--- src/rtl/jtag_master.sv ---
// jtag_master: valid/ready driven JTAG initiator that shifts TMS/TDI out and captures TDO.
// Optional TRST pulse command enabled by defining JTAG_MASTER_TRST_EN.
module jtag_master #(
    parameter int CLK_DIV = 4,
    parameter int MAX_LEN = 32,
    parameter int LEN_W   = $clog2(MAX_LEN + 1)
) (
    input  logic               clk_i,
    input  logic               rst_ni,
    input  logic               cmd_valid_i,
    output logic               cmd_ready_o,
    input  logic [LEN_W-1:0]   cmd_len_i,
    input  logic [MAX_LEN-1:0] cmd_tms_i,
    input  logic [MAX_LEN-1:0] cmd_tdi_i,
    output logic               rsp_valid_o,
    input  logic               rsp_ready_i,
    output logic [MAX_LEN-1:0] rsp_tdo_o,
    output logic               busy_o,
    output logic               tck_o,
    output logic               tms_o,
    output logic               tdi_o,
`ifdef JTAG_MASTER_TRST_EN
    input  logic               cmd_trst_i,
    output logic               trst_no,
`endif
    input  logic               tdo_i
);
`ifdef JTAG_MASTER_TRST_EN
    typedef enum logic [2:0] {IDLE, LOW, HIGH, RESP, TRST} state_t;
`else
    typedef enum logic [1:0] {IDLE, LOW, HIGH, RESP} state_t;
`endif
    // Divider is sized for the longest timed phase (the optional TRST pulse).
    localparam int DIV_W = $clog2(4 * CLK_DIV + 1);
    localparam logic [DIV_W-1:0] DIV_LAST = DIV_W'(CLK_DIV - 1);
    localparam logic [LEN_W-1:0] LEN_MAX = LEN_W'(MAX_LEN);
`ifdef JTAG_MASTER_TRST_EN
    localparam logic [DIV_W-1:0] TRST_LAST = DIV_W'(4 * CLK_DIV - 1);
`endif

    state_t             state;
    logic [DIV_W-1:0]   div_cnt;
    logic [LEN_W-1:0]   idx;
    logic [LEN_W-1:0]   len_q;
    logic [MAX_LEN-1:0] tms_sr;
    logic [MAX_LEN-1:0] tdi_sr;
    logic [MAX_LEN-1:0] mask;
    logic [LEN_W-1:0]   len_sat;
    logic [MAX_LEN-1:0] tms_nx;
    logic [MAX_LEN-1:0] tdi_nx;
    logic               div_end;
    logic               more;

    always_comb begin
        len_sat = cmd_len_i > LEN_MAX ? LEN_MAX : cmd_len_i;
        tms_nx  = tms_sr >> 1;
        tdi_nx  = tdi_sr >> 1;
        div_end = div_cnt == DIV_LAST;
        more    = idx + LEN_W'(1) < len_q;
    end

    assign cmd_ready_o = state == IDLE;
    assign busy_o      = state != IDLE;

    always_ff @(posedge clk_i or negedge rst_ni) begin
        if (!rst_ni) begin
            state       <= IDLE;
            div_cnt     <= '0;
            idx         <= '0;
            len_q       <= '0;
            tms_sr      <= '0;
            tdi_sr      <= '0;
            mask        <= '0;
            tck_o       <= 1'b0;
            tms_o       <= 1'b0;
            tdi_o       <= 1'b0;
            rsp_valid_o <= 1'b0;
            rsp_tdo_o   <= '0;
`ifdef JTAG_MASTER_TRST_EN
            trst_no     <= 1'b0;
`endif
        end else begin
`ifdef JTAG_MASTER_TRST_EN
            trst_no <= 1'b1;
`endif
            case (state)
                IDLE: if (cmd_valid_i) begin
                    rsp_tdo_o <= '0;
                    div_cnt   <= '0;
                    idx       <= '0;
                    mask      <= MAX_LEN'(1);
`ifdef JTAG_MASTER_TRST_EN
                    if (cmd_trst_i) begin
                        trst_no <= 1'b0;
                        state   <= TRST;
                    end else
`endif
                    if (len_sat == '0) begin
                        state <= RESP;
                    end else begin
                        len_q  <= len_sat;
                        tms_sr <= cmd_tms_i;
                        tdi_sr <= cmd_tdi_i;
                        tms_o  <= cmd_tms_i[0];
                        tdi_o  <= cmd_tdi_i[0];
                        state  <= LOW;
                    end
                end
                LOW: if (div_end) begin
                    div_cnt   <= '0;
                    tck_o     <= 1'b1;
                    rsp_tdo_o <= rsp_tdo_o | (mask & {MAX_LEN{tdo_i}});
                    state     <= HIGH;
                end else begin
                    div_cnt <= div_cnt + DIV_W'(1);
                end
                // TMS/TDI advance on the falling TCK edge so they are settled before the next rise.
                HIGH: if (div_end) begin
                    div_cnt <= '0;
                    tck_o   <= 1'b0;
                    idx     <= idx + LEN_W'(1);
                    mask    <= mask << 1;
                    tms_sr  <= tms_nx;
                    tdi_sr  <= tdi_nx;
                    if (more) begin
                        tms_o <= tms_nx[0];
                        tdi_o <= tdi_nx[0];
                        state <= LOW;
                    end else begin
                        rsp_valid_o <= 1'b1;
                        state       <= RESP;
                    end
                end else begin
                    div_cnt <= div_cnt + DIV_W'(1);
                end
                // Zero-length commands arrive with valid low and raise it one cycle later.
                RESP: if (!rsp_valid_o) begin
                    rsp_valid_o <= 1'b1;
                end else if (rsp_ready_i) begin
                    rsp_valid_o <= 1'b0;
                    state       <= IDLE;
                end
`ifdef JTAG_MASTER_TRST_EN
                TRST: if (div_cnt == TRST_LAST) begin
                    rsp_valid_o <= 1'b1;
                    state       <= RESP;
                end else begin
                    trst_no <= 1'b0;
                    div_cnt <= div_cnt + DIV_W'(1);
                end
`endif
                default: state <= IDLE;
            endcase
        end
    end
endmodule

--- config.mk ---
export PLATFORM = sky130hd
export DESIGN_NAME = jtag_master
export DESIGN_NICKNAME = d
export VERILOG_FILES = /design/src/rtl/jtag_master.sv
export SDC_FILE = /design/constraint.sdc
export NUM_CORES = 1
export LEC_CHECK = 0
export ABC_AREA = 1
export BUFFER_PORTS_ARGS = -buffer_cell sky130_fd_sc_hd__buf_2
export CAP_MARGIN = 20
export CORE_ASPECT_RATIO = 2
export CORE_UTILIZATION = 46
export CTS_BUF_LIST = sky130_fd_sc_hd__clkbuf_16
export CTS_CLUSTER_SIZE = 8
export DETAILED_ROUTE_END_ITERATION = 16
export GPL_TIMING_DRIVEN = 0
export PLACE_DENSITY = 0.77
export RECOVER_POWER = 25
export SETUP_SLACK_MARGIN = 0.02
export SLEW_MARGIN = 40
export SYNTH_ARGS = -nofsm -noshare
export SYNTH_HDL_FRONTEND = slang
export SYNTH_SLANG_ARGS = --single-unit
--- constraint.sdc ---
create_clock -name clk_i -period 4.57 [get_ports clk_i]
set_input_delay 0.457 -clock clk_i [delete_from_list [all_inputs] [get_ports clk_i]]
set_output_delay 0.457 -clock clk_i [all_outputs]
set_load 0.02 [all_outputs]
[Word level (Yosys, flattened, before mapping)]
Cells that the tools add are included.
Storage, ports and cells
  output and inout bits: 38
  word-level logic and storage cells: 96
  register bits after elaboration: 151
  input port bits: 75
Cells by class
  equal/unequal tests: 12
  reduce and logical (&&, ||, !) cells: 18
  bitwise operators: 3
  multiplexer cells: 47
  $add $sub $neg: 2
  $lt $le $gt $ge: 2
Operators by type and width (number)
  32-bit two-way mux: 10
  32-bit one-hot mux with 2 select lines: 4
  32-bit bitwise AND: 1
  32-bit OR: 1
  6-bit two-way mux: 3
  2-bit != test (second input constant): 8
  3-bit AND reduction: 5
  1-bit two-way mux: 14
  2-bit two-way mux: 7
  6-bit one-hot mux with 2 select lines: 1
  2-bit nonzero test: 6
  5-bit two-way mux: 2
  5-bit one-hot mux with 2 select lines: 1
  5-bit AND reduction: 2
  1-bit one-hot mux with 2 select lines: 4
  2-bit one-hot mux with 4 select lines: 1
  6-bit by 1-bit adder with 6-bit output (second input constant): 1
  6-bit > comparator (second input constant): 1
  6-bit zero test: 1
  6-bit less-than comparator: 1
  5-bit by 1-bit adder with 5-bit output (second input constant): 1
  5-bit by 2-bit equality test with 1-bit output (second input constant): 1
  2-bit equality test (second input constant): 2
  4-bit AND reduction: 1
  5 further kinds: 5

[Depth between registers and ports, before layout]
Gate-level depths: netlist (run 1).
  word-level depth: 6
  gate-level depth with buffers: 12
  depth with buffers taken out: 12

[Worst setup path before layout (run 1)]
OpenSTA, ideal clock, no wires.
  path type: register to register
  start: register state[0]
  end: register mask[0]
  required time: 4.434 ns
  setup time: 0.136 ns
  period minus slack after synthesis: 1.830 ns
  slack: 2.740 ns
  path buffers: 2
  cell stages (with the launch flop): 10
  arrival time: 1.694 ns
  path through: dfrtp_1 > inv_1 > ha_1 > inv_2 > nor2_2 > inv_2 > nand3_2 > buf_2 > buf_4 > o21ai_0
On the way
  cells in the longest elaborated chain, start to end: 3
  elaborated cells between the ends (all ways): 7
  those cells by class: eq/ne: 3; mux: 1; reduce/logical: 3
Ends and longest elaborated chain
  start, declared: RTL line 41  | state_t state;
  start signal, assigned: RTL line 67  | state <= IDLE;
  start signal, assigned: RTL line 99  | state <= RESP;
  start signal, assigned: RTL line 106  | state <= LOW;
  2-bit zero test *
  net cmd_ready_o: RTL line 11  | output logic cmd_ready_o,
  2-bit != test (no line) or 2-bit nonzero test (tied branches)
  3-bit AND reduction (no line)
  end signal, assigned: RTL line 122  | mask <= mask << 1;
  end, declared: RTL line 47  | logic [MAX_LEN-1:0] mask;
The timed path passes the listed nets; every way through them passes the cells marked *.
A chain may end at the register's enable or synchronous reset.

==> results of run 1 <==
-- cell usage after synthesis --
master	n	share of area
a21oi_1	37	0.026
a22o_1	32	0.039
buf_1	4	0.0021
buf_2	13	0.0091
buf_4	3	0.0032
buf_6	8	0.013
clkbuf_1	18	0.0095
dfrtp_1	149	0.52
ha_1	11	0.019
inv_1	30	0.016
inv_2	5	0.0026
nand2_1	512	0.27
nand2_2	1	0.00088
nand3_1	16	0.011
nand3_2	1	0.0014
nand4_1	1	0.00088
nor2_1	50	0.026
nor2_2	2	0.0018
nor2_4	1	0.0016
nor3_1	1	0.00070
nor3_2	1	0.0014
o21ai_0	17	0.012
o22ai_1	2	0.0018
xor2_1	6	0.0074
-- layer usage --
layer,global-route usage,part of all wire
met1,0.234,0.38
met2,0.424,0.56
met5,0,0
met4,0.0733,0.013
met3,0.0469,0.038
-- report_power, final --
| part | total, W | internal, W | switching [W] | leakage [nW] |
|---|---|---|---|---|
| registers | 0.00189 | 0.00169 | 0.000203 | 1.96 |
| clock network | 0.00146 | 0.000874 | 0.000588 | 0.297 |
| logic | 0.00210 | 0.000685 | 0.00141 | 2.63 |
| total | 0.00545 | 0.00325 | 0.00220 | 4.88 |
-- final cells by class --
| cell class | count | area, um2 |
|---|---|---|
| Buffer | 46 | 260 |
| Clock buffer | 17 | 425 |
| Clock inverter | 15 | 191 |
| Fill cell | 1421 | 6620 |
| Inverter | 35 | 131 |
| Multi-Input combinational cell | 691 | 3000 |
| Sequential cell | 149 | 3730 |
| Tap cell | 198 | 248 |
| Timing Repair Buffer | 115 | 602 |
-- worst paths after layout --
path / endpoint / slack (ns) / depth (start not counted)
max: div_cnt[2]$_DFFE_PN0P_ / 2.01 / 4
min: tdi_sr[31]$_DFFE_PN0P_ / 0.29 / 3
max reg2reg: tms_sr[26]$_DFFE_PN0P_ / 2.50 / 9
min reg2reg: tdi_sr[21]$_DFFE_PN0P_ / 0.47 / 2
max in group clk_i: tms_sr[26]$_DFFE_PN0P_ / 2.50 / 9
min in group asynchronous: tms_sr[15]$_DFFE_PN0P_ / 0.45 / 2
-- through the flow --
stage,util,instance area (um2),instances,total power (W)
after floorplan,-,7120,921,0.00342
after global placement,0.521,7930,1231,0.00396
after detailed placement,0.526,8000,1233,0.00402
after CTS,0.567,8620,1266,0.00550
after global routing,0.565,8590,1266,0.00588
final,0.565,8590,1266,0.00545
-- sequential cells by signal (all words and copies together) (netlist names) --
register	count
rsp_valid_o	1
tms_sr	31
mask	32
rsp_tdo_o	32
div_cnt	5
idx	6
tck_o	1
tms_o	1
tdi_sr	31
tdi_o	1
state	2
len_q	6
-- kinds of logic after synthesis --
family,Yosys count,share of synthesized area
flip-flops,149,0.523
buffers and inverters,81,0.0550
AND/OR/NAND/NOR,586,0.316
XOR/XNOR,6,0.00738
adder cells (fa/ha/maj),11,0.0193
AO/OA/AOI/OAI,88,0.0790
-- worst max-delay path, delay by kind of cell --
kind | cells | cell delay (ns)
buffers and inverters | 4 | 2.56
==> impl_results.md, run 1 <==
* Status: finished, violations left
* Post-DR vias/cell at 4.94
* Antenna-violating nets left at 0
* Gr ovfl total at 0
* Vias at 6258
* Setup ws final at 2.01 ns
* Num rows at 64
* Setup TNS at 0 ns
* CTS tree: built
* Core ar. at 15200 um2
* Worst setup EP type: async pin
* Critical path cell sequence: dlygate4sd3_1 -> clkbuf_1 -> clkbuf_2 -> buf_16
* YS warnings at 0
* RePlAce Congestion at 0.811
* Fin. Hold Viols at 0
* Final Net Count at 1141
* Worst hold path type: in2reg
* P_leak at 4.88 nW
* First drt pass iteration count at 5
* Synth Register Bits at 149
* Synthesized area at 7120 um2
* WL final at 16600 um
* CTS clock-pin slew for the worst setup and hold paths at 0.06 ns
* Starting Density at 0.468
* Distinct cells, synth at 24
* Postcts setup bufs at 0
* CP startpoint: rst_ni
* Worst hold start: cmd_tdi_i[31]
* Syn Nets at 1007
* CTS Buf Count at 17
* Synth-to-layout area growth at 20.6%
* Clock Latency Late Sink at 0.42 ns
* Final min period at 2.56 ns
* Min Hold Slack at 0.290 ns
* CTS sink cnt at 149
* Pwr dens at 634 nW/um2
* Initial antenna violation count at 0
* Worst slew pin tran at 1.80 ns
* Worst endpoint required time at 5.12 ns
* Count of pins over their slew limit at 72
* WL per Instance at 13.1 um
* Failing checks: max-capacitance violations, max-slew violations
* Slew headroom at -0.197
* Post-DP HPWL at 12000 um
* Setup CP Type: in2async
* RSZ-0062 raised after global routing: no
* # port buffers at 112
* Worst Path Max Fanout at 73
* N_diodes at 0
* Most frequent cells in the layout: 512 x nand2_1, 149 x dfrtp_1, 124 x buf_2
* Mean area per synthesized cell at 7.74 um2
* Maximum operating frequency at 390 MHz
* DRT iter0 DRCs at 270
* Max Root-Sink Buffers at 2
* Number of global-route vias before repair at 6204
* Post-CTS sizing at 0
* Mapped Cells at 921
* Worst IR drop on VDD at 0.000439 V
* I/O pin cnt at 113
* Post-synthesis sequential area ratio at 0.523
* Tcrit/Tclk final at 0.561
* Ratio of cells with drive above 1 in the final layout at 0.168
* Clock Skews at 0.0141 ns
* Max-cap violations at 1
* Die span in y at 178 um
* Setup-failing EPs final at 0
* Drt drc at 0
* CTS Hold Bufs at 1
* Die area at 16000 um2
* Slowest cell on the critical path: clkbuf_2
* Worst slack, placed at 2.50 ns
* FF-to-FF Start: state[0]$_DFFE_PN0P_
* Largest net degree at the start of global routing at 74
* Startpoint types: input pin
* Clk root buf: clkbuf_16
* Die Wd at 90 um
* Global-route wire length before repair at 28500 um
* H-tree Lvls at 4
* Worst path arrival time at 3.12 ns
* Slowest stage delay, CP at 1.36 ns
* GRT Overall Usage at 0.220
* Most common cell after layout, fill and taps aside: nand2_1
Power figures use the tool's default switching activity.
==> run 2: changes to the inputs <==
- clock period: 4.57 -> 2.6 ns (I/O delays scaled with it)
==> run 2 against run 1 <==
Net effect: the flow now finishes without violations; setup slack got worse by 1.5 ns; clock-buffer cell count did not move; critical path depth is the same; sequential power rose by 76%; utilization is essentially flat; via count grew 0.34%; cell count is the same; first-iteration DRC count increased by 5.2%; critical endpoint unchanged.
==> impl_results.md, run 2 (synthesized netlist as in run 1, its figures left out) <==
* Status: complete, no violations
* Setup TNS at 0 ns
* RePlAce Congestion at 0.811
* Max-cap violations at 0
* Top sig layer: met4
* Fill count at 1421
* Worst path arrival time at 2.48 ns
* N_diodes at 0
* Initial antenna violation count at 0
* WL per Instance at 13.1 um
* Worst IR drop on VDD at 0.000770 V
* Startpoint types: input pin
* Drt drc at 0
* Worst setup EP type: async pin
* Metal-1 WL at 6420 um
* Num rows at 64
* Worst slack, placed at 0.528 ns
* Slew headroom at 0.319
* DRT iter0 DRCs at 284
* CTS sink cnt at 149
* Vias at 6279
* Design Area, Final at 8590 um2
* Postcts setup bufs at 0
* Ratio of cells with drive above 1 in the final layout at 0.168
* Reg-to-reg endpoint: tms_sr[26]$_DFFE_PN0P_
* Tcrit/Tclk final at 0.806
* P_leak at 4.88 nW
* Worst hold start: cmd_tdi_i[31]
* Antenna-violating nets left at 0
* WL met3 at 644 um
* Cells on worst reg2reg path at 9
* Die Wd at 90 um
* Gr ovfl total at 0
* Maximum operating frequency at 477 MHz
* Largest net degree at the start of global routing at 74
* First drt pass iteration count at 5
* Clk root buf: clkbuf_16
* I/O pin cnt at 113
* Count of pins over their slew limit at 0
* Global-route wire length before repair at 28500 um
* Slack of the worst reg-to-reg path at 0.51 ns
* Worst slew pin tran at 1.02 ns
* Setup CP Type: in2async
* Clock Skews at 0.0139 ns
* Pwr dens at 1110 nW/um2
* FF-to-FF Start: state[0]$_DFFE_PN0P_
* H-tree Lvls at 4
* Starting Density at 0.468
* Setup ws final at 0.504 ns
* Max Root-Sink Buffers at 2
* Largest registers: mask: 32 flops, rsp_tdo_o: 32 flops
* CTS tree: built
* Final Net Count at 1141
* Non-Filler Instances at 1266
* Worst endpoint required time at 2.98 ns
* RSZ-0062 raised after global routing: no
* Setup-failing EPs final at 0
* Final min period at 2.10 ns
* GRT Overall Usage at 0.220
* Post-DR vias/cell at 4.96
* DP Area at 8000 um2
* Worst Path Max Fanout at 73
* Placed cells at 1233
* Hold Path Depth at 3
* Min Hold Slack at 0.0918 ns
* Clock Latency Late Sink at 0.42 ns
* Die span in y at 178 um
* Fin. Hold Viols at 0
* WHS Endpoint: tdi_sr[31]$_DFFE_PN0P_
* Die area at 16000 um2
* CTS Buf Count at 17
* Core ar. at 15200 um2
* Met2 routed WL at 9300 um
* Worst hold path type: in2reg
* Most frequent cells in the layout: 512 x nand2_1, 149 x dfrtp_1, 124 x buf_2
* Synth-to-layout area growth at 20.6%
* Most common cell after layout, fill and taps aside: nand2_1
* Number of global-route vias before repair at 6204
* WL final at 16600 um
* Post-DP HPWL at 12000 um
* CTS clock-pin slew for the worst setup and hold paths at 0.06 ns
* # port buffers at 112
[run 2: worst max path at each step]
stage,start,endpoint,slack (ns)
6_report,rst_ni,div_cnt[2]$_DFFE_PN0P_,0.50
5_1_grt,rst_ni,tdi_sr[10]$_DFFE_PN0P_,0.20
4_1_cts,idx[0]$_DFFE_PN0P_,tms_o$_DFFE_PN0P_,0.50
3_5_place_dp,idx[0]$_DFFE_PN0P_,tms_o$_DFFE_PN0P_,0.53
3_3_place_gp,rst_ni,len_q[2]$_DFFE_PN0P_,-1.0
2_1_floorplan,state[0]$_DFFE_PN0P_,mask[0]$_DFFE_PN0P_,0.77
[run 2: cell type report]
cell class | instances | area, um2 | area share
buffer | 46 | 260 | 0.0303
multi-input combinational | 691 | 3000 | 0.350
tap | 198 | 248 | 0.0288
clock buffer | 17 | 425 | 0.0495
clock inverter | 15 | 191 | 0.0223
sequential | 149 | 3730 | 0.434
inverter | 35 | 131 | 0.0153
timing repair buffer | 115 | 604 | 0.0703
[run 2: layer usage]
| layer | track usage | up-vias |
|---|---|---|
| met5 | 0 | - |
| met4 | 0.0733 | 0 |
| met3 | 0.0469 | 17 |
| met2 | 0.424 | 129 |
| met1 | 0.234 | 2992 |
| li1 | - | 3141 |
[run 2: timing repair]
action / in CTS / in global routing
hold buffers: 1 / 0
hold endpoints to repair: 76 / 0
gates resized for setup: 0 / 0
[run 2: report_power, final]
group	total [W]	leakage (nW)	internal, W	switching [W]
registers	0.00332	1.96	0.00297	0.000355
clock network	0.00257	0.297	0.00154	0.00104
logic	0.00369	2.63	0.00120	0.00248
[run 2: per-stage QoR]
step	util	total power, W
final	0.565	0.00958
after global routing	0.565	0.0103
after CTS	0.567	0.00968
after detailed placement	0.526	0.00707
after global placement	0.521	0.00695
after floorplan	-	0.00600
[run 2: critical path: stages]
cell           delay, ns
dlygate4sd3_1       0.52
clkbuf_1            0.38
buf_16              0.37
clkbuf_4            0.86
